[src/rtl/seg7_pkg.sv]
// Shared definitions for the 7-segment scan driver.
//   NUM_DIGITS  : number of multiplexed digits on the board display
//   AN_ALL_OFF  : anode pattern with every digit dark (anodes are active-low)
//   digit_idx_t : index of the digit currently being scanned
//   anode_for   : active-low one-hot anode pattern for a digit index
//   lzb_blank   : leading-zero blanking decision for a digit index
package seg7_pkg;

    localparam int         NUM_DIGITS = 4;
    localparam logic [3:0] AN_ALL_OFF = 4'b1111;

    typedef logic [1:0] digit_idx_t;

    function automatic logic [3:0] anode_for(input digit_idx_t i);
        return ~(4'b0001 << i);
    endfunction

    // A digit is a leading zero when it and every more significant digit are
    // zero. Digit 0 always stays lit so a value of zero still shows "0".
    function automatic logic lzb_blank(input logic        lzb,
                                       input logic [15:0] d,
                                       input digit_idx_t  i);
        logic upper_zero;
        upper_zero = 1'b1;
        for (int k = 0; k < NUM_DIGITS; k++) begin
            if ((k >= int'(i)) && (d[4*k +: 4] != 4'h0)) begin
                upper_zero = 1'b0;
            end
        end
        return lzb && (i != 2'd0) && upper_zero;
    endfunction

endpackage

[src/rtl/seg7_scan_timer.sv]
// Scan timing for the 7-segment driver.
// Splits time into slots of 2^DIV_W clk cycles, one slot per digit, and
// walks the digit index 0->1->2->3->0 at every slot boundary.
// Ports:
//   clk      : system clock
//   rst      : asynchronous active-high reset
//   idx      : digit index of the current slot
//   in_blank : high during the first BLANK_CYC cycles of a slot
//   frame    : one-cycle registered pulse when the scan wraps from digit 3 to 0
module seg7_scan_timer
    import seg7_pkg::*;
#(
    parameter int DIV_W     = 17,
    parameter int BLANK_CYC = 4
) (
    input  logic       clk,
    input  logic       rst,
    output logic [1:0] idx,
    output logic       in_blank,
    output logic       frame
);

    localparam logic [DIV_W-1:0] DIV_MAX   = {DIV_W{1'b1}};
    localparam logic [DIV_W-1:0] BLANK_LIM = DIV_W'(BLANK_CYC);

    logic [DIV_W-1:0] div_cnt;
    digit_idx_t       idx_q;

    always_ff @(posedge clk or posedge rst) begin
        if (rst) begin
            div_cnt <= '0;
            idx_q   <= '0;
            frame   <= 1'b0;
        end else begin
            div_cnt <= div_cnt + 1'b1;
            frame   <= 1'b0;
            if (div_cnt == DIV_MAX) begin
                idx_q <= idx_q + 2'd1;
                if (idx_q == 2'd3) begin
                    frame <= 1'b1;
                end
            end
        end
    end

    assign idx      = idx_q;
    assign in_blank = (div_cnt < BLANK_LIM);

endmodule

[src/rtl/seg7_scan_driver.sv]
// Transmit side of the hex/LE/point interface to an MC14495-style decoder.
// Captures a 4-digit hex value with per-digit point and blank requests, then
// scans one digit at a time onto the decoder inputs while driving the
// matching active-low anode. Each slot starts with a few cycles where all
// anodes are off so the previous digit does not ghost onto the next one.
// Ports:
//   clk     : system clock
//   rst     : asynchronous active-high reset
//   data    : hex value, digit i = data[4i+3:4i]
//   points  : per-digit decimal point request (1 = lit)
//   le_mask : per-digit blank request (1 = dark)
//   lzb_en  : leading-zero blanking enable
//   load    : capture strobe for data/points/le_mask/lzb_en
//   hex     : digit code to decoder D3..D0
//   le      : decoder latch-enable / blank (1 = all segments off)
//   point   : decoder point input (1 = dot lit)
//   an      : digit anodes, active-low
//   frame   : one-cycle pulse when the scan wraps from digit 3 to digit 0
module seg7_scan_driver
    import seg7_pkg::*;
#(
    parameter int DIV_W     = 17,
    parameter int BLANK_CYC = 4
) (
    input  logic        clk,
    input  logic        rst,
    input  logic [15:0] data,
    input  logic [3:0]  points,
    input  logic [3:0]  le_mask,
    input  logic        lzb_en,
    input  logic        load,
    output logic [3:0]  hex,
    output logic        le,
    output logic        point,
    output logic [3:0]  an,
    output logic        frame
);

    logic [1:0]  idx;
    logic        in_blank;

    logic [15:0] sh_data;
    logic [3:0]  sh_points;
    logic [3:0]  sh_le_mask;
    logic        sh_lzb;

    logic [3:0]  cur_nib;
    logic        cur_le;

    seg7_scan_timer #(
        .DIV_W     (DIV_W),
        .BLANK_CYC (BLANK_CYC)
    ) u_timer (
        .clk      (clk),
        .rst      (rst),
        .idx      (idx),
        .in_blank (in_blank),
        .frame    (frame)
    );

    // Shadow registers; a capture takes effect on the very next output update,
    // so a mid-slot load changes the current digit without restarting the slot.
    always_ff @(posedge clk or posedge rst) begin
        if (rst) begin
            sh_data    <= 16'h0000;
            sh_points  <= 4'h0;
            sh_le_mask <= 4'hF;
            sh_lzb     <= 1'b0;
        end else if (load) begin
            sh_data    <= data;
            sh_points  <= points;
            sh_le_mask <= le_mask;
            sh_lzb     <= lzb_en;
        end
    end

    assign cur_nib = sh_data[{idx, 2'b00} +: 4];
    assign cur_le  = sh_le_mask[idx] | lzb_blank(sh_lzb, sh_data, idx);

    // Output registers: one cycle behind the timer and shadow state.
    // The hex code keeps following the digit during blank cycles so the
    // decoder inputs are already settled when the anode turns on.
    always_ff @(posedge clk or posedge rst) begin
        if (rst) begin
            hex   <= 4'h0;
            le    <= 1'b1;
            point <= 1'b0;
            an    <= AN_ALL_OFF;
        end else if (in_blank) begin
            hex   <= cur_nib;
            le    <= 1'b1;
            point <= 1'b0;
            an    <= AN_ALL_OFF;
        end else begin
            hex   <= cur_nib;
            le    <= cur_le;
            point <= sh_points[idx];
            an    <= anode_for(idx);
        end
    end

endmodule

[config.mk]
export PLATFORM = sky130hd
export DESIGN_NAME = seg7_scan_driver
export DESIGN_NICKNAME = d
export VERILOG_FILES = /design/src/rtl/seg7_pkg.sv /design/src/rtl/seg7_scan_timer.sv /design/src/rtl/seg7_scan_driver.sv
export SDC_FILE = /design/constraint.sdc
export NUM_CORES = 1
export LEC_CHECK = 0
export BUFFER_PORTS_ARGS = -buffer_cell sky130_fd_sc_hd__buf_2
export CAP_MARGIN = 20
export CORE_AREA = 5 5 95 61
export DETAILED_ROUTE_END_ITERATION = 8
export DIE_AREA = 0 0 100 66
export PLACE_DENSITY = 0.71
export REMOVE_ABC_BUFFERS = 1
export SYNTH_ARGS = -nofsm -noshare
export SYNTH_HDL_FRONTEND = slang
export SYNTH_HIERARCHICAL = 1
export SYNTH_SLANG_ARGS = --single-unit
[constraint.sdc]
create_clock -name clk -period 2 [get_ports clk]
set_input_delay 0.4 -clock clk [delete_from_list [all_inputs] [get_ports clk]]
set_output_delay 0.4 -clock clk [all_outputs]
set_load 0.005 [all_outputs]
==> impl_results.md <==
- Synth cell count leaders: 46 x dfrtp_1, 26 x mux2_2, 9 x dfstp_2
- Slew @ Worst Pin: 0.757 ns
- R2r setup slk: 0.14 ns
- Count leader, synth: dfrtp_1
- Sequential element share of the synthesized area: 0.596
- Max Cap Viol: 0
- CTS root buf: clkbuf_8
- Crit-path slowest cell: dfrtp_1
- WHS: 0.185 ns
- Synth Flop Type: dfrtp_1
- Critical Path Sink Type: flip-flop
- RD Place Congestion: 0.870
- IO Pins: 39
- RSZ-0062 raised after global routing: no
- CTS Buf Count: 5
- Max clock buf depth: 2
- Asr flop ratio synth: 1.00
- Hold-fix buffer count after cts: 0
- Status: finished clean
- Yosys reg bits: 55
- Nets: 227
- Final Hold Fails: 0
- Clk Latency, worst-skew pair: 0.31 ns
- Overflow left after global routing: 0
- Pleak: 1.25 nW
- Setup TNS Final: 0 ns
- First-pass GRT wire length: 7150 um
- DR pass1 iterations: 4
- Leading area contributor after synthesis: dfrtp_1
- Clock tree sinks: 55
- Largest cells by area after synthesis: dfrtp_1 49%, mux2_2 13%, dfstp_2 10%
- Multi-input logic area: 905 um^2
- CTS resizes: 0
- Num rows: 20
- Final WS setup: 0.141 ns
- Setup Buffers After CTS: 0
- Critical Path AT: 2.06 ns
- Final instance area: 2700 um^2
- Area Growth Syn to Fin: 16.1%
- H-Tree Depth: 2
- Filler Cell Count: 399
- CP Cell Sequence: ha_2 -> nand4_1 -> nor3_2 -> and3_1 -> ha_1 -> mux2_2
- Synth Cell Area: 2330 um^2
- Initial antenna violation count: 0
- Starting DRT DRC Count: 53
- Core area: 4880 um^2
- Share of layout cells above drive strength 1: 0.492
- DR vias: 1,388
- Final min period: 1.86 ns
- Worst min-delay path category: in -> async
- Detail Placement HPWL: 3050 um
- Total power: 2.13 mW
- Die Span Y: 66 um
- Port Buf Inserts: 38
- Starting Density: 0.477
- DRC violations left: 0
- Peak supply drop: 341 uV
- Post-Route Skew: 0.00332 ns
- CTS clk-pin slew, worst paths: 0.09 ns
- Crit Path Category: reg -> reg
- Final wirelength: 4170 um
- Largest net degree at the start of global routing: 36
- Post-Syn Instances: 155
- Syn_area_per_cell: 15.0 um^2
- Vias in the first global route: 1,510
- Share of the synthesized area in the top cell type: 0.494
- Number of synthesized flops with an enable pin: 0
- Max incr delay on CP: 0.42 ns
- Synth Warn #: 6
- Via/cell ratio: 5.28
- CP startpoint kind: flip-flop
- Fin util: 0.554
- Post-Layout Cell Count: 263
- Pwr dens: 787 nW/um^2
- Worst slew margin: 0.495
- Die Area: 6600 um^2
- Seq. cell area: 1390 um^2
- ANT cells: 0
- Fmax: 538 MHz
- Inst Count DP: 255
- Period Utilization, post-route: 0.930
- Wire per inst: 15.9 um
- Largest fanout on the critical path: 4
- Count of cell types in the netlist: 33
- Worst Path Required: 2.20 ns
- Routed Antenna Nets: 0
- Placed Area: 2580 um^2
- Worst slack, placed: 0.104 ns
- CTS tree: built
- Die width: 100 um
- Setup Viol. Count Final: 0
- GRT Resource Usage Total: 0.143
- Max Slew Vio Count: 0
-- cells by family (layout without fill, tap and decap cells) --
logic type | count (synthesis) | after routing | synth area share
compound gates | 3 | 3 | 0.0113
fa+ha+maj | 3 | 3 | 0.0161
simple gates | 39 | 39 | 0.112
buf+inv | 8 | 50 | 0.0167
xor+xnor | 15 | 15 | 0.0596
flops | 55 | 55 | 0.596
mux | 32 | 32 | 0.189
-- registers in the layout (all words and copies together) (netlist names) --
signal           flops
sh_data             16
sh_points            4
le                   1
sh_le_mask           4
an                   4
u_timer/frame        1
point                1
u_timer/idx          2
hex                  4
u_timer/div_cnt     17
sh_lzb               1
-- report_power, final --
part           switching [mW]  internal, mW  total (mW)  leakage, nW
Clock                   0.348         0.405       0.753       0.0612
Sequential             0.0391          1.18        1.22        0.663
Combinational          0.0619        0.0919       0.154        0.523
Total                   0.449          1.68        2.13         1.25
-- metal layers --
metal	routed length [um]	part of all wire	global-route usage
met1	2080	0.50	0.199
met2	1830	0.44	0.217
met3	187	0.045	0.0358
met4	69	0.017	0.0555
met5	0	0	0
-- critical path: cells and delay by family (launching register included) --
kind / cells / cell delay (ns)
simple gates: 3 / 0.56
fa+ha+maj: 2 / 0.43
flops: 1 / 0.42
mux: 1 / 0.34
-- area by class of cell --
| type | instances | share of cell area |
|---|---|---|
| Clock inverter | 2 | 0.0130 |
| Multi-Input combinational cell | 92 | 0.335 |
| Clock buffer | 6 | 0.0306 |
| Timing Repair Buffer | 39 | 0.0731 |
| Sequential cell | 55 | 0.514 |
| Tap cell | 66 | 0.0306 |
| Inverter | 3 | 0.00417 |
-- path summary, 6_finish.rpt --
path / start / end / cells after the start
min reg2reg: sh_data[15] / le / 1
max reg2reg: u_timer/div_cnt[1] / u_timer/idx[1] / 6
max: u_timer/div_cnt[1] / u_timer/idx[1] / 6
min: rst / sh_points[1] / 3
min in group clk: lzb_en / sh_lzb / 2
max in group asynchronous: rst / u_timer/div_cnt[0] / 2
-- cells in the final DEF (no fill, tap or decap), drive strengths merged --
master / instances
and4: 1
nand3: 8
o41ai: 1
dfstp: 9
bufinv: 1
mux4: 6
a21oi: 2
buf: 39
clkbuf: 6
nand2: 2
clkinv: 1
nand4: 2
and2b: 1
inv: 3
nor4: 5
nor2: 3
or4b: 1
xnor2: 7
dfrtp: 46
nand3b: 1
and3: 8
mux2: 26
or3b: 1
or3: 1
nor2b: 1
xor2: 8
and2: 1
nor3: 3
ha: 3
Note: power is estimated with default switching activity, not from simulation.
